## src/rtl/usb_pkg.sv

```systemverilog
// Shared PID codes, transaction FSM encoding and PID classification helpers.
package usb_pkg;

  localparam logic [3:0] PidOut   = 4'b0001;
  localparam logic [3:0] PidIn    = 4'b1001;
  localparam logic [3:0] PidSetup = 4'b1101;
  localparam logic [3:0] PidData0 = 4'b0011;
  localparam logic [3:0] PidData1 = 4'b1011;
  localparam logic [3:0] PidAck   = 4'b0010;
  localparam logic [3:0] PidNak   = 4'b1010;
  localparam logic [3:0] PidStall = 4'b1110;

  typedef enum logic [2:0] {
    StIdle,
    StRxData,
    StHsTx,
    StInTx,
    StInWaitHs
  } xact_state_e;

  function automatic logic is_token(input logic [3:0] pid);
    return (pid == PidOut) || (pid == PidIn) || (pid == PidSetup);
  endfunction

  function automatic logic is_data(input logic [3:0] pid);
    return (pid == PidData0) || (pid == PidData1);
  endfunction

endpackage

```

## src/rtl/usb_xact_ctrl_if.sv

```systemverilog
// Bus between the transaction controller and its PHY/endpoint environment.
interface usb_xact_ctrl_if #(
  parameter int unsigned EP_NUM = 4
);

  logic              rx_pid_en;
  logic [3:0]        rx_pid;
  logic [3:0]        rx_endp;
  logic              crc5_err;
  logic              rx_eop_fire;
  logic              time_out;
  logic [EP_NUM-1:0] ep_in_rdy;
  logic [EP_NUM-1:0] ep_out_rdy;
  logic [EP_NUM-1:0] ep_stall;
  logic [3:0]        tx_pid;
  logic              tx_valid;
  logic              tx_ready;
  logic              in_start;
  logic [3:0]        in_pid;
  logic              in_done;
  logic [3:0]        xact_endp;
  logic              out_commit;
  logic              out_discard;
  logic              in_ack;

  // Controller side
  modport master (
    input  rx_pid_en, rx_pid, rx_endp, crc5_err, rx_eop_fire, time_out,
    input  ep_in_rdy, ep_out_rdy, ep_stall, tx_ready, in_done,
    output tx_pid, tx_valid, in_start, in_pid, xact_endp, out_commit, out_discard, in_ack
  );

  // PHY / endpoint side
  modport slave (
    output rx_pid_en, rx_pid, rx_endp, crc5_err, rx_eop_fire, time_out,
    output ep_in_rdy, ep_out_rdy, ep_stall, tx_ready, in_done,
    input  tx_pid, tx_valid, in_start, in_pid, xact_endp, out_commit, out_discard, in_ack
  );

endinterface

```

## src/rtl/usb_toggle_bank.sv

```systemverilog
// One data-toggle bit per endpoint with set/flip/clear on a selected endpoint.
// Indices at or beyond EP_NUM read as 0 and ignore writes.
module usb_toggle_bank #(
  parameter int unsigned EP_NUM = 4
) (
  input  logic       clk,
  input  logic       rst,
  input  logic [3:0] idx_i,
  input  logic       set_i,
  input  logic       flip_i,
  input  logic       clr_i,
  output logic       rd_o
);

  logic [EP_NUM-1:0] bits_q, bits_d;

  // Next-state and read mux; loop compare avoids an oversized index.
  always_comb begin
    bits_d = bits_q;
    rd_o   = 1'b0;
    for (int i = 0; i < int'(EP_NUM); i++) begin
      if (idx_i == 4'(i)) begin
        rd_o = bits_q[i];
        if (clr_i) begin
          bits_d[i] = 1'b0;
        end else if (set_i) begin
          bits_d[i] = 1'b1;
        end else if (flip_i) begin
          bits_d[i] = ~bits_q[i];
        end
      end
    end
  end

  // Toggle storage
  always_ff @(posedge clk) begin
    if (rst) begin
      bits_q <= '0;
    end else begin
      bits_q <= bits_d;
    end
  end

endmodule

```

## src/rtl/usb_xact_ctrl.sv

```systemverilog
// USB device transaction controller: decodes tokens, tracks data toggles,
// issues handshakes and steers endpoint commit/discard/IN streaming.
module usb_xact_ctrl
  import usb_pkg::*;
#(
  parameter int unsigned EP_NUM = 4
) (
  input logic            clk,
  input logic            rst,
  usb_xact_ctrl_if.master bus
);

  xact_state_e state_q, state_d;
  logic [3:0]  ep_q, ep_d;
  logic        setup_q, setup_d;
  logic [3:0]  data_pid_q, data_pid_d;
  logic [3:0]  tx_pid_q, tx_pid_d;
  logic        tx_valid_q, tx_valid_d;
  logic        in_start_q, in_start_d;
  logic [3:0]  in_pid_q, in_pid_d;
  logic        out_commit_q, out_commit_d;
  logic        out_discard_q, out_discard_d;
  logic        in_ack_q, in_ack_d;

  logic [3:0]  sel_idx;
  logic        ep_ok, sel_stall, sel_in_rdy, sel_out_rdy;
  logic        in_tog, out_tog;
  logic        in_set, in_flip, out_set, out_flip;
  logic        tok_ok;

  // In IDLE the decision is about the incoming token's endpoint, otherwise the latched one.
  always_comb begin
    sel_idx     = (state_q == StIdle) ? bus.rx_endp : ep_q;
    ep_ok       = 32'(sel_idx) < EP_NUM;
    sel_stall   = 1'b0;
    sel_in_rdy  = 1'b0;
    sel_out_rdy = 1'b0;
    for (int i = 0; i < int'(EP_NUM); i++) begin
      if (sel_idx == 4'(i)) begin
        sel_stall   = bus.ep_stall[i];
        sel_in_rdy  = bus.ep_in_rdy[i];
        sel_out_rdy = bus.ep_out_rdy[i];
      end
    end
  end

  usb_toggle_bank #(.EP_NUM(EP_NUM)) u_in_tog (
    .clk   (clk),
    .rst   (rst),
    .idx_i (sel_idx),
    .set_i (in_set),
    .flip_i(in_flip),
    .clr_i (1'b0),
    .rd_o  (in_tog)
  );

  usb_toggle_bank #(.EP_NUM(EP_NUM)) u_out_tog (
    .clk   (clk),
    .rst   (rst),
    .idx_i (sel_idx),
    .set_i (out_set),
    .flip_i(out_flip),
    .clr_i (1'b0),
    .rd_o  (out_tog)
  );

  // Transaction FSM next state, registered outputs and toggle updates.
  always_comb begin
    state_d       = state_q;
    ep_d          = ep_q;
    setup_d       = setup_q;
    data_pid_d    = data_pid_q;
    tx_pid_d      = tx_pid_q;
    tx_valid_d    = tx_valid_q;
    in_pid_d      = in_pid_q;
    in_start_d    = 1'b0;
    out_commit_d  = 1'b0;
    out_discard_d = 1'b0;
    in_ack_d      = 1'b0;
    in_set        = 1'b0;
    in_flip       = 1'b0;
    out_set       = 1'b0;
    out_flip      = 1'b0;
    tok_ok        = bus.rx_pid_en && is_token(bus.rx_pid);

    unique case (state_q)
      StIdle: begin
        if (tok_ok && !bus.crc5_err) begin
          ep_d = bus.rx_endp;
          if (bus.rx_pid == PidIn) begin
            setup_d = 1'b0;
            if (!ep_ok || sel_stall) begin
              tx_pid_d   = PidStall;
              tx_valid_d = 1'b1;
              state_d    = StHsTx;
            end else if (!sel_in_rdy) begin
              tx_pid_d   = PidNak;
              tx_valid_d = 1'b1;
              state_d    = StHsTx;
            end else begin
              in_start_d = 1'b1;
              in_pid_d   = in_tog ? PidData1 : PidData0;
              state_d    = StInTx;
            end
          end else begin
            setup_d    = (bus.rx_pid == PidSetup);
            // Invalid marker: an eop without a data PID can never match the toggle.
            data_pid_d = 4'b0000;
            state_d    = StRxData;
          end
        end
      end

      StRxData: begin
        if (tok_ok) begin
          state_d = StIdle;
        end else if (bus.rx_eop_fire) begin
          state_d    = StHsTx;
          tx_valid_d = 1'b1;
          tx_pid_d   = PidAck;
          if (setup_q) begin
            out_commit_d = 1'b1;
            in_set       = 1'b1;
            out_set      = 1'b1;
          end else if (!ep_ok || sel_stall) begin
            tx_pid_d      = PidStall;
            out_discard_d = 1'b1;
          end else if (!sel_out_rdy) begin
            tx_pid_d      = PidNak;
            out_discard_d = 1'b1;
          end else if (data_pid_q != (out_tog ? PidData1 : PidData0)) begin
            out_discard_d = 1'b1;
          end else begin
            out_commit_d = 1'b1;
            out_flip     = 1'b1;
          end
        end else if (bus.time_out) begin
          state_d = StIdle;
        end else if (bus.rx_pid_en && is_data(bus.rx_pid)) begin
          data_pid_d = bus.rx_pid;
        end
      end

      StHsTx: begin
        if (bus.tx_ready) begin
          tx_valid_d = 1'b0;
          state_d    = StIdle;
        end
      end

      StInTx: begin
        if (bus.in_done) begin
          state_d = StInWaitHs;
        end
      end

      StInWaitHs: begin
        // ACK is checked first so it wins over a coincident timeout.
        if (bus.rx_pid_en && (bus.rx_pid == PidAck)) begin
          in_flip  = 1'b1;
          in_ack_d = 1'b1;
          state_d  = StIdle;
        end else if (bus.rx_pid_en || bus.time_out) begin
          state_d = StIdle;
        end
      end

      default: state_d = StIdle;
    endcase
  end

  // State and output registers
  always_ff @(posedge clk) begin
    if (rst) begin
      state_q       <= StIdle;
      ep_q          <= 4'd0;
      setup_q       <= 1'b0;
      data_pid_q    <= PidData0;
      tx_pid_q      <= 4'b0000;
      tx_valid_q    <= 1'b0;
      in_start_q    <= 1'b0;
      in_pid_q      <= PidData0;
      out_commit_q  <= 1'b0;
      out_discard_q <= 1'b0;
      in_ack_q      <= 1'b0;
    end else begin
      state_q       <= state_d;
      ep_q          <= ep_d;
      setup_q       <= setup_d;
      data_pid_q    <= data_pid_d;
      tx_pid_q      <= tx_pid_d;
      tx_valid_q    <= tx_valid_d;
      in_start_q    <= in_start_d;
      in_pid_q      <= in_pid_d;
      out_commit_q  <= out_commit_d;
      out_discard_q <= out_discard_d;
      in_ack_q      <= in_ack_d;
    end
  end

  assign bus.tx_pid      = tx_pid_q;
  assign bus.tx_valid    = tx_valid_q;
  assign bus.in_start    = in_start_q;
  assign bus.in_pid      = in_pid_q;
  assign bus.xact_endp   = ep_q;
  assign bus.out_commit  = out_commit_q;
  assign bus.out_discard = out_discard_q;
  assign bus.in_ack      = in_ack_q;

endmodule

```

## src/flat_wrapper.sv

```systemverilog
// flat-port wrapper written by rule: the top's interface ports become plain ports
module usb_xact_ctrl_flat import usb_pkg::*;
#(
  parameter int unsigned EP_NUM = 4
)
  (clk, rst, bus_rx_pid_en, bus_rx_pid, bus_rx_endp, bus_crc5_err, bus_rx_eop_fire, bus_time_out, bus_ep_in_rdy, bus_ep_out_rdy, bus_ep_stall, bus_tx_ready, bus_in_done, bus_tx_pid, bus_tx_valid, bus_in_start, bus_in_pid, bus_xact_endp, bus_out_commit, bus_out_discard, bus_in_ack);
  usb_xact_ctrl_if #(.EP_NUM(EP_NUM)) bus_i ();
  input logic clk;
  input logic rst;
  input wire logic [$bits(bus_i.rx_pid_en)-1:0] bus_rx_pid_en;
  input wire logic [$bits(bus_i.rx_pid)-1:0] bus_rx_pid;
  input wire logic [$bits(bus_i.rx_endp)-1:0] bus_rx_endp;
  input wire logic [$bits(bus_i.crc5_err)-1:0] bus_crc5_err;
  input wire logic [$bits(bus_i.rx_eop_fire)-1:0] bus_rx_eop_fire;
  input wire logic [$bits(bus_i.time_out)-1:0] bus_time_out;
  input wire logic [$bits(bus_i.ep_in_rdy)-1:0] bus_ep_in_rdy;
  input wire logic [$bits(bus_i.ep_out_rdy)-1:0] bus_ep_out_rdy;
  input wire logic [$bits(bus_i.ep_stall)-1:0] bus_ep_stall;
  input wire logic [$bits(bus_i.tx_ready)-1:0] bus_tx_ready;
  input wire logic [$bits(bus_i.in_done)-1:0] bus_in_done;
  output wire logic [$bits(bus_i.tx_pid)-1:0] bus_tx_pid;
  output wire logic [$bits(bus_i.tx_valid)-1:0] bus_tx_valid;
  output wire logic [$bits(bus_i.in_start)-1:0] bus_in_start;
  output wire logic [$bits(bus_i.in_pid)-1:0] bus_in_pid;
  output wire logic [$bits(bus_i.xact_endp)-1:0] bus_xact_endp;
  output wire logic [$bits(bus_i.out_commit)-1:0] bus_out_commit;
  output wire logic [$bits(bus_i.out_discard)-1:0] bus_out_discard;
  output wire logic [$bits(bus_i.in_ack)-1:0] bus_in_ack;
  assign bus_i.rx_pid_en = bus_rx_pid_en;
  assign bus_i.rx_pid = bus_rx_pid;
  assign bus_i.rx_endp = bus_rx_endp;
  assign bus_i.crc5_err = bus_crc5_err;
  assign bus_i.rx_eop_fire = bus_rx_eop_fire;
  assign bus_i.time_out = bus_time_out;
  assign bus_i.ep_in_rdy = bus_ep_in_rdy;
  assign bus_i.ep_out_rdy = bus_ep_out_rdy;
  assign bus_i.ep_stall = bus_ep_stall;
  assign bus_i.tx_ready = bus_tx_ready;
  assign bus_i.in_done = bus_in_done;
  assign bus_tx_pid = bus_i.tx_pid;
  assign bus_tx_valid = bus_i.tx_valid;
  assign bus_in_start = bus_i.in_start;
  assign bus_in_pid = bus_i.in_pid;
  assign bus_xact_endp = bus_i.xact_endp;
  assign bus_out_commit = bus_i.out_commit;
  assign bus_out_discard = bus_i.out_discard;
  assign bus_in_ack = bus_i.in_ack;
  usb_xact_ctrl #(.EP_NUM(EP_NUM)) u_core (.clk(clk), .rst(rst), .bus(bus_i));
endmodule
```

## config.mk

```make
export PLATFORM = sky130hd
export DESIGN_NAME = usb_xact_ctrl_flat
export DESIGN_NICKNAME = d
export VERILOG_FILES = /design/src/rtl/usb_pkg.sv /design/src/rtl/usb_xact_ctrl_if.sv /design/src/rtl/usb_toggle_bank.sv /design/src/rtl/usb_xact_ctrl.sv /design/src/flat_wrapper.sv
export SDC_FILE = /design/constraint.sdc
export NUM_CORES = 1
export LEC_CHECK = 0
export BUFFER_PORTS_ARGS = -buffer_cell sky130_fd_sc_hd__buf_2
export CORE_ASPECT_RATIO = 0.5
export CORE_MARGIN = 1.5
export CORE_UTILIZATION = 30
export DETAILED_ROUTE_END_ITERATION = 12
export SETUP_SLACK_MARGIN = 0.02
export SLEW_MARGIN = 20
export SYNTH_ARGS = -nofsm -noshare
export SYNTH_HDL_FRONTEND = slang
export SYNTH_SLANG_ARGS = --single-unit
```

## constraint.sdc

```tcl
create_clock -name clk -period 2.7 [get_ports clk]
set_input_delay 0.54 -clock clk [delete_from_list [all_inputs] [get_ports clk]]
set_output_delay 0.54 -clock clk [all_outputs]
set_load 0.01 [all_outputs]
```

==> summary.md, run 1 <==
| Metric | Value |
|---|---|
| Sequential element share of the synthesized area | `0.311` |
| Via total after detailed routing | `between 1500 and 2000` |
| Post-Place Cells | `around 350` |
| Layout cells sized above 1 | `0.266` |
| CP peak stage delay | `about 500 ps` |
| Max-Cap Viols | `0` |
| Routed Antenna Nets | `0` |
| Critical Path, Cell by Cell | `or3_1, mux2i_4, a221o_1, o21a_1, o2111ai_4, mux2_2, nor3_2` |
| Final Hold Vio Count | `0` |
| Post-layout util | `0.388` |
| Initial DRT Pass Iterations | `4` |
| Die area | `0.00674 mm^2` |
| Row cnt | `20` |
| Synth unique cells | `50` |
| Area share of the leading cell type in the synthesized netlist | `0.311` |
| Vias/cell | `5.12` |
| WL final | `4960 um` |
| Worst IR Drop VDD | `0.000206 V` |
| Post-CTS setup buffers | `0` |
| Count leader, synth | `nor2_1` |
| Core footprint | `approximately 0.006 mm^2` |
| Die W | `115 um` |
| Final Wtd Congestion | `0.849` |
| RR Startpoint | `u_core.state_q[0]$_SDFFE_PP0P_` |
| Worst Hold Path Cells | `2` |
| Final worst path period share | `0.960` |
| Layout Skew | `between 6 and 7 ps` |
| Ports | `45` |
| Async S/R FF share, synth | `0` |
| Post-route minimum period | `2590 ps` |
| Final setup TNS | `0 ps` |
| Total placed instance area | `~0.0022 mm^2` |
| Clock Sinks | `29` |
| Synth area leader | `dfxtp_1` |
| Critical Path AT | `2800 ps` |
| CP startpoint | `u_core.state_q[0]$_SDFFE_PP0P_` |
| Ys flop type | `dfxtp_1` |
| Critical path's slowest cell | `or3_1` |
| Finished Cell Area | `0.00234 mm^2` |
| Startpoint Class | `flip-flop` |
| RSZ-0062 raised after global routing | `no` |
| Ant. Diodes | `0` |
| Resize count post-CTS | `0` |
| Initial Util | `0.310` |
| Synth Cell Area | `0.00187 mm^2` |
| Status | `finished clean` |
| Worst Path Required | `2900 ps` |
| PortBufs | `40` |
| Number of buffers created by CTS | `5` |
| Iter 0 DRT Violations | `105` |
| Tightest Pin Transition | `517 ps` |
| Post-synth EDFFs | `0` |
| Worst-skew pair later-pin latency | `280 ps` |
| Die span in y | `58.8 um` |
| Top cells by area, synth | `dfxtp_1 31%, nor2_1 6.0%, mux2i_1 5.9%` |
| Final Max Slew Viols | `0` |
| Slew margin rel. | `0.655` |
| R2r setup slk | `between 100 and 150 ps` |
| Final setup viols | `0` |
| Synth cell count leaders | `30 x nor2_1, 29 x dfxtp_1, 21 x nand2_1` |
| #FFs+latches synth | `29` |
| Final nets | `301` |
| H-tree levels | `2` |
| Congestion Overflow GR | `0` |
| R2R Path End | `u_core.u_out_tog.bits_q[3]$_SDFFE_PP0P_` |
| Pwr Density | `about 510 mW/mm^2` |
| Vias in the first global route | `1739` |
| CTS clk-pin slew, worst paths | `50 ps` |
| CP max FO | `6` |
| Total track usage | `0.160` |
| Crit path capture | `u_core.u_out_tog.bits_q[3]$_SDFFE_PP0P_` |
| Non-filler instance count after layout | `362` |
| # DRC | `0` |
| LEAKAGE | `around 0.94 nW` |
| CTS root buf | `clkbuf_16` |
| Critical setup path kind | `reg -> reg` |
| # hold bufs at CTS | `0` |
| Largest net degree at the start of global routing | `26` |
| TritonCTS clock tree | `yes` |
| DR WL/cell | `13.7 um` |
| Tot Pwr | `between 1 and 1.5 mW` |
| CP endpoint kind | `flip-flop` |
| Avg Cell Area, Syn | `8.16 um^2` |
| Maximum clock insertion buffer count | `2` |
| Worst hold path type | `reg -> reg` |
| Worst reg2reg path depth | `7` |
| DPL Wire Length | `~3800 um` |
| Synth-to-layout area growth | `25.3%` |
| First-pass GRT wire length | `between 8000 and 9000 um` |
| Gate Count Post-Synth | `229` |
| Initial antenna violation count | `0` |
| Synthesis Warnings | `0` |
| F_max | `0.386 GHz` |
-- critical path: cells and delay by family (launching register included) --
family	cells	cell delay [ps]
AO/OA/AOI/OAI	3	910
AND/OR/NAND/NOR	2	660
multiplexers	2	630
flip-flops	1	300
-- where the power goes --
part | internal, mW | switching, mW | total (mW)
logic | 0.0479 | 0.0680 | 0.116
registers | 0.432 | 0.00304 | 0.435
clock network | 0.459 | 0.195 | 0.654
total | 0.939 | 0.266 | 1.20
-- metal layers --
metal  vias to the layer above  track usage  part of all wire  routed length [um]
li1                        921            -                 -                   -
met1                       875        0.222              0.50                2480
met2                        51        0.245              0.44                2200
met3                         6       0.0360             0.045                 225
met4                         0       0.0571            0.0095                  47
met5                         -            0                 0                   0
-- metrics by stage --
step	hold WS, ps	worst slack, ps
finish	447	108
global route	469	23.0
CTS	448	128
detailed placement	439	96.4
global placement	432	142
floorplan	423	198
-- worst min path at each step --
stage | startpoint | end | slack, ps
5_1_grt | u_core.data_pid_q[0]$_SDFFE_PP1P_ | u_core.data_pid_q[0]$_SDFFE_PP1P_ | 470
2_1_floorplan | u_core.data_pid_q[1]$_SDFFE_PP1P_ | u_core.data_pid_q[1]$_SDFFE_PP1P_ | 420
3_3_place_gp | u_core.data_pid_q[1]$_SDFFE_PP1P_ | u_core.data_pid_q[1]$_SDFFE_PP1P_ | 430
6_report | u_core.data_pid_q[0]$_SDFFE_PP1P_ | u_core.data_pid_q[0]$_SDFFE_PP1P_ | 450
4_1_cts | u_core.data_pid_q[0]$_SDFFE_PP1P_ | u_core.data_pid_q[0]$_SDFFE_PP1P_ | 450
3_5_place_dp | u_core.data_pid_q[0]$_SDFFE_PP1P_ | u_core.data_pid_q[0]$_SDFFE_PP1P_ | 440
-- flip-flops by register name (all words and copies together), names as in the netlist, 3 cells and up --
name                     cells
u_core.u_out_tog.bits_q      4
u_core.u_in_tog.bits_q       4
u_core.bus.xact_endp         4
u_core.bus.tx_pid            3
u_core.state_q               3
u_core.data_pid_q            4
-- cell families (layout without fill, tap and decap cells) --
family,Yosys count,count (layout),synth area share
simple gates,103,103,0.293
compound gates,54,54,0.212
flops,29,29,0.311
buf+inv,22,65,0.0616
mux,19,19,0.119
other cells,2,4,0.00402
-- cell type report --
type,count,area [um^2]
multi-input combinational,180,1180
fill,623,3690
sequential,29,581
clock inverter,2,37.5
tap,88,110
timing repair buffer,48,260
inverter,9,33.8
clock buffer,6,139
-- layout by cell type, fill, tap and decap left out, drive strengths merged, types with 3 or more instances in the layout --
cell type,count
nand3,8
buf,48
clkbuf,6
dfxtp,29
and3,6
inv,9
nand2b,4
nor4b,3
mux2i,13
a211oi,3
mux2,6
o21ai,8
a311oi,4
a21oi,19
nor2,31
conb,4
nand2,21
nor3,10
and4,5
nor2b,3
Power figures use the tool's default switching activity.
==> run 2, diff against run 1 <==
BUFFER_PORTS_ARGS = -buffer_cell sky130_fd_sc_hd__clkbuf_2   (was -buffer_cell sky130_fd_sc_hd__buf_2)
CTS_CLUSTER_SIZE = 28   (was not set)
clock period = 3.3 ns   (was 2.7 ns; I/O delays follow)
==> summary.md, run 2 (synthesized netlist as in run 1, its figures left out) <==
| Metric | Value |
|---|---|
| First-pass GRT wire length | `7910 um (-5.6%)` |
| Worst IR Drop VDD | `0.000183 V (-11%)` |
| Maximum clock insertion buffer count | `2 (unchanged)` |
| Initial Util | `0.310 (unchanged)` |
| Hold Crit Start | `u_core.data_pid_q[1]$_SDFFE_PP1P_` |
| # hold bufs at CTS | `0 (unchanged)` |
| Crit path max-delay family | `compound AO/OA/AOI/OAI gates` |
| Final Worst Setup Slack | `477 ps (+369 ps)` |
| Commonest non-fill, non-tap cells in the layout | `40 x clkbuf_2, 30 x nor2_1, 29 x dfxtp_1` |
| F_max | `0.354 GHz (-8.2%)` |
| Congestion Overflow GR | `0 (unchanged)` |
| CP max FO | `13 (+7)` |
| Final Wtd Congestion | `0.888 (+4.5%)` |
| Hold slack final | `443 ps (-4.29 ps)` |
| CTS root buf | `clkbuf_16` |
| Die span in y | `58.8 um (unchanged)` |
| Number of buffers created by CTS | `5 (unchanged)` |
| WL final | `4730 um (-4.5%)` |
| CP endpoint kind | `flip-flop` |
| Critical setup path kind | `reg -> reg` |
| Ports | `45 (unchanged)` |
| Worst-skew pair later-pin latency | `270 ps (about the same)` |
| Post-layout util | `0.381 (-0.00747)` |
| Non-filler instance count after layout | `356 (-1.7%)` |
| H-tree levels | `2 (unchanged)` |
| Initial antenna violation count | `0 (unchanged)` |
| Final Max Slew Viols | `0 (unchanged)` |
| Worst hold path type | `reg -> reg` |
| Initial DRT Pass Iterations | `4 (unchanged)` |
| Finished Cell Area | `0.00230 mm^2 (-1.9%)` |
| Startpoint Class | `flip-flop` |
| Worst reg2reg path depth | `7 (unchanged)` |
| Clock Sinks | `29 (unchanged)` |
| Post-route minimum period | `2820 ps (+231 ps)` |
| TritonCTS clock tree | `yes` |
| Most common cell after layout, fill and taps aside | `clkbuf_2` |
| Hold EP | `u_core.data_pid_q[1]$_SDFFE_PP1P_` |
| RSZ-0062 raised after global routing | `no` |
| Max-Cap Viols | `0 (unchanged)` |
| Layout Skew | `3.57 ps (-2.96 ps)` |
| DPL Wire Length | `3630 um (-5.6%)` |
| Ant. Diodes | `0 (unchanged)` |
| Iter 0 DRT Violations | `55 (-48%)` |
| CP peak stage delay | `580 ps (+80 ps)` |
| # DRC | `0 (unchanged)` |
| Tightest Pin Transition | `583 ps (+66.0 ps)` |
| Vias/cell | `5.09 (-0.62%)` |
| Routed Antenna Nets | `0 (unchanged)` |
| Final Hold Vio Count | `0 (unchanged)` |
| Slew margin rel. | `0.609 (-0.0470)` |
| Worst Hold Path Cells | `2 (unchanged)` |
| Final nets | `295 (-2.0%)` |
| Tot Pwr | `0.976 mW (-19%)` |
| Final worst path period share | `0.856 (-0.104)` |
| Status | `finished clean` |
| Place WS | `504 ps (+407 ps)` |
| Resize count post-CTS | `0 (unchanged)` |
| Critical path's slowest cell | `or3_1` |
| Buf+Inv Stages, Crit Path | `0 (unchanged)` |
| DR WL/cell | `13.3 um (-2.9%)` |
| Total track usage | `0.150 (-0.00931)` |
| Critical Path AT | `3020 ps (+220 ps)` |
| Final setup viols | `0 (unchanged)` |
| Core footprint | `0.00603 mm^2 (unchanged)` |
| Worst Path Required | `3500 ps (+600 ps)` |
| Die W | `115 um (unchanged)` |
| LEAKAGE | `0.907 nW (-4.0%)` |
| Critical Path, Cell by Cell | `or3_1, mux2i_4, a221o_1, o21a_1, o2111ai_4, mux2_2, nor3_2` |
| Fillers | `644 (+3.4%)` |
| R2R Path End | `u_core.u_out_tog.bits_q[1]$_SDFFE_PP0P_` |
| Post-CTS setup buffers | `0 (unchanged)` |
| Die area | `0.00674 mm^2 (unchanged)` |
| Total placed instance area | `0.00212 mm^2 (-2.1%)` |
| R2r setup slk | `480 ps (+370 ps)` |
| RR Startpoint | `u_core.state_q[2]$_SDFFE_PP0P_` |
| Via total after detailed routing | `1811 (-2.3%)` |
| Post-Place Cells | `348 (-1.7%)` |
| PortBufs | `40 (unchanged)` |
| Layout cells sized above 1 | `0.250 (-0.0164)` |
| Pwr Density | `425 mW/mm^2 (-17%)` |
| CTS clk-pin slew, worst paths | `50 ps (about the same)` |
| Synth-to-layout area growth | `22.9%` |
| Final setup TNS | `0 ps (unchanged)` |
| Largest net degree at the start of global routing | `26 (unchanged)` |
| Vias in the first global route | `1672 (-3.9%)` |
| Row cnt | `20 (unchanged)` |
-- run 2: changes by cell type in the layout (fill, tap and decap cells not counted) --
| cell | delta |
|---|---|
| buf_2 | -40 |
| clkbuf_2 | +40 |
| buf_4 | -6 |
-- run 2: report_power, final --
part / internal [mW] / leakage [nW] / switching [mW] / total (mW)
Combinational: 0.0374 / 0.590 / 0.0549 / 0.0923
Clock: 0.376 / 0.0831 / 0.152 / 0.528
Sequential: 0.353 / 0.234 / 0.00251 / 0.356
-- run 2: layout make-up --
class,count,area [um^2],share of cell area
repair buffers,42,215,0.0937
multi-input cells,180,1180,0.514
clock buffers,6,139,0.0605
clock inverters,2,37.5,0.0163
flip-flops and latches,29,581,0.253
inverters,9,33.8,0.0147
well taps,88,110,0.0480
-- run 2: how the worst max path moves through the flow --
stage	start	end	slack, ps	cells after the start
floorplan	u_core.state_q[1]$_SDFFE_PP0P_	u_core.u_out_tog.bits_q[1]$_SDFFE_PP0P_	800	9
global placement	u_core.state_q[2]$_SDFFE_PP0P_	u_core.u_out_tog.bits_q[1]$_SDFFE_PP0P_	590	7
detailed placement	u_core.state_q[2]$_SDFFE_PP0P_	u_core.u_out_tog.bits_q[1]$_SDFFE_PP0P_	500	7
CTS	u_core.state_q[2]$_SDFFE_PP0P_	u_core.u_out_tog.bits_q[1]$_SDFFE_PP0P_	480	7
global route	u_core.state_q[2]$_SDFFE_PP0P_	u_core.u_out_tog.bits_q[3]$_SDFFE_PP0P_	340	7
finish	u_core.state_q[2]$_SDFFE_PP0P_	u_core.u_out_tog.bits_q[1]$_SDFFE_PP0P_	480	7
-- run 2: per-layer routing --
layer,global-route usage,share of wire,vias up
li1,-,-,913
met5,0,0,-
met4,0.0536,0.0049,0
met3,0.0371,0.065,4
met1,0.201,0.47,841
met2,0.238,0.46,53
-- run 2: tightest hold or removal path, cell delays in order (launching register included) --
cell     delay, ps
dfxtp_1        300
nand2_1         50
nand2_1         40
==> run 3, diff against run 2 <==
SYNTH_HIERARCHICAL = 1   (was not set)
==> summary.md, run 3 <==
| Metric | Value |
|---|---|
| Number of buffers created by CTS | `5 (unchanged)` |
| Final worst path period share | `0.920 (+0.0641)` |
| Count leader, synth | `dfxtp_1` |
| Gate Count Post-Synth | `211 (-7.9%)` |
| Routed Antenna Nets | `0 (unchanged)` |
| Congestion Overflow GR | `0 (unchanged)` |
| Ys flop type | `dfxtp_1` |
| Post-route minimum period | `3040 ps (+212 ps)` |
| Fillers | `638 (-0.93%)` |
| Synthesis Warnings | `6 (+6)` |
| Tot Pwr | `0.924 mW (-5.3%)` |
| #FFs+latches synth | `29 (unchanged)` |
| Ports | `45 (unchanged)` |
| Commonest non-fill, non-tap cells in the layout | `40 x clkbuf_2, 29 x dfxtp_1, 15 x mux2i_1` |
| Sequential element share of the synthesized area | `0.299 (-0.0118)` |
| Vias/cell | `4.98 (-2.1%)` |
| Pwr Density | `377 mW/mm^2 (-11%)` |
| First-pass GRT wire length | `7870 um (-0.61%)` |
| Synth cell count leaders | `29 x dfxtp_1, 15 x mux2i_1, 13 x nor2_1` |
| Synth area leader | `dfxtp_1` |
| WL final | `4890 um (+3.3%)` |
| CP startpoint | `u_core/state_q[2]$_SDFFE_PP0P_` |
| Startpoint Class | `flip-flop` |
| Worst reg2reg path depth | `11 (+4)` |
| Top cells by area, synth | `dfxtp_1 30%, mux2i_1 7.7%, nand2b_1 3.5%` |
| Final setup viols | `0 (unchanged)` |
| R2r setup slk | `260 ps (-210 ps)` |
| Final setup TNS | `0 ps (unchanged)` |
| Synth Cell Area | `0.00194 mm^2 (+4.0%)` |
| Non-filler instance count after layout | `358 (+0.56%)` |
| Resize count post-CTS | `0 (unchanged)` |
| Die span in y | `59.9 um (+1.9%)` |
| TritonCTS clock tree | `yes` |
| Final Max Slew Viols | `0 (unchanged)` |
| # hold bufs at CTS | `0 (unchanged)` |
| Die W | `117 um (+1.9%)` |
| CTS root buf | `clkbuf_16` |
| Status | `finished clean` |
| Synth unique cells | `62 (+24%)` |
| Layout Skew | `6.14 ps (+2.56 ps)` |
| Max-Cap Viols | `0 (unchanged)` |
| Final Wtd Congestion | `0.835 (-5.9%)` |
| RSZ-0062 raised after global routing | `no` |
| Row cnt | `20 (unchanged)` |
| Initial Util | `0.315 (+0.00570)` |
| CTS clk-pin slew, worst paths | `50 ps (about the same)` |
| Largest net degree at the start of global routing | `36 (+38%)` |
| Critical Path AT | `3220 ps (+200 ps)` |
| RR Startpoint | `u_core/state_q[2]$_SDFFE_PP0P_` |
| # DRC | `0 (unchanged)` |
| Slew margin rel. | `0.565 (-0.0435)` |
| Most common cell after layout, fill and taps aside | `clkbuf_2` |
| Initial antenna violation count | `0 (unchanged)` |
| Post-synth EDFFs | `0 (unchanged)` |
| DR WL/cell | `13.7 um (+2.7%)` |
| Layout cells sized above 1 | `0.311 (+0.0611)` |
| LEAKAGE | `0.965 nW (+6.3%)` |
| Crit path capture | `u_core/u_out_tog/bits_q[3]$_SDFFE_PP0P_` |
| Die area | `0.00699 mm^2 (+3.8%)` |
| DPL Wire Length | `3670 um (+1.1%)` |
| CP endpoint kind | `flip-flop` |
| Worst Path Required | `3480 ps (-20 ps)` |
| Worst IR Drop VDD | `0.000174 V (-4.9%)` |
| Initial DRT Pass Iterations | `4 (unchanged)` |
| Critical setup path kind | `reg -> reg` |
| Ant. Diodes | `0 (unchanged)` |
| Vias in the first global route | `1706 (+2.0%)` |
| Maximum clock insertion buffer count | `2 (unchanged)` |
| Avg Cell Area, Syn | `9.20 um^2 (+13%)` |
| Core footprint | `0.00616 mm^2 (+2.1%)` |
| Clock Sinks | `29 (unchanged)` |
| Worst hold path type | `reg -> reg` |
| Synth-to-layout area growth | `26.4%` |
| PortBufs | `40 (unchanged)` |
| Area share of the leading cell type in the synthesized netlist | `0.299 (-0.0118)` |
| F_max | `0.329 GHz (-7.0%)` |
| H-tree levels | `2 (unchanged)` |
| Post-Place Cells | `351 (+0.86%)` |
| Final Hold Vio Count | `0 (unchanged)` |
| Tightest Pin Transition | `652 ps (+69.7 ps)` |
| R2R Path End | `u_core/u_out_tog/bits_q[3]$_SDFFE_PP0P_` |
| Async S/R FF share, synth | `0 (unchanged)` |
| Total track usage | `0.147 (-0.00353)` |
| Iter 0 DRT Violations | `51 (-7.3%)` |
| Final nets | `298 (+1.0%)` |
| Post-CTS setup buffers | `0 (unchanged)` |
| Worst-skew pair later-pin latency | `270 ps (about the same)` |
| CP max FO | `8 (-5)` |
| Via total after detailed routing | `1783 (-1.5%)` |
run 3: cell types whose count changed in the layout (fill, tap and decap cells not counted), sizes merged, moves of 6 or more:
cell    before  now
nor2        31   14
nand2       21   11
a21oi       19    9
conb         4   14
a211o        0    6
nand2b       4   11
buf          2   11
run 3: final cells by class:
type / instances / area (um^2) / area share
clock buffer: 7 / 143 / 0.0581
inverter: 7 / 26.3 / 0.0107
multi-input combinational: 176 / 1310 / 0.534
sequential: 29 / 581 / 0.237
tap: 88 / 110 / 0.0449
timing repair buffer: 51 / 283 / 0.115
run 3: cells by family after synthesis:
logic type                synth area share
and+or+nand+nor                      0.343
AOI/OAI and AO/OA                    0.178
other                              0.00387
buffers and inverters               0.0541
xor gates and xnor gates           0.00451
muxes                                0.118
DFF                                  0.299
run 3: worst min-delay path by stage:
| stage | end | startpoint | slack, ps | depth (start not counted) |
|---|---|---|---|---|
| final | u_core/bus.tx_pid[1]$_SDFFE_PP0P_ | u_core/bus.tx_pid[1]$_SDFFE_PP0P_ | 440 | 2 |
| after global routing | u_core/bus.tx_pid[1]$_SDFFE_PP0P_ | u_core/bus.tx_pid[1]$_SDFFE_PP0P_ | 460 | 2 |
| after CTS | u_core/bus.tx_pid[1]$_SDFFE_PP0P_ | u_core/bus.tx_pid[1]$_SDFFE_PP0P_ | 450 | 2 |
| after detailed placement | u_core/bus.tx_pid[1]$_SDFFE_PP0P_ | u_core/bus.tx_pid[1]$_SDFFE_PP0P_ | 440 | 2 |
| after global placement | u_core/bus.tx_pid[1]$_SDFFE_PP0P_ | u_core/bus.tx_pid[1]$_SDFFE_PP0P_ | 440 | 2 |
| after floorplan | u_core/data_pid_q[0]$_SDFFE_PP1P_ | u_core/data_pid_q[0]$_SDFFE_PP1P_ | 430 | 1 |
run 3: power by group:
part	switching (mW)	leakage (nW)	internal (mW)	total, mW
Clock	0.148	0.0700	0.295	0.443
Combinational	0.0685	0.660	0.0533	0.122
Sequential	0.00451	0.234	0.355	0.360
Total	0.221	0.965	0.703	0.924
run 3: critical path, cell delays in order, from the launching register on:
cell and delay, ps:
dfxtp_1 400, nor3_4 240, mux2_2 400, mux4_1 460
nor2b_1 150, xnor2_1 140, nand4b_1 110, nor3_1 200
nor3b_2 220, nor3_2 110, a2111o_1 360, a21oi_1 150
run 3: per-stage QoR:
stage / util / cell area, um^2 / worst slack [ps] / hold WS (ps)
global route: 0.399 / 2450 / 60.5 / 464
floorplan: - / 1990 / 192 / 426
detailed placement: 0.374 / 2300 / 177 / 441
global placement: 0.374 / 2300 / 256 / 442
finish: 0.399 / 2450 / 265 / 442
CTS: 0.397 / 2440 / 252 / 449
run 3: routing by layer:
| metal | track usage | routed length, um |
|---|---|---|
| met1 | 0.185 | 2390 |
| met2 | 0.259 | 2350 |
| met3 | 0.0294 | 121 |
| met4 | 0.0413 | 25 |
| met5 | 0 | 0 |
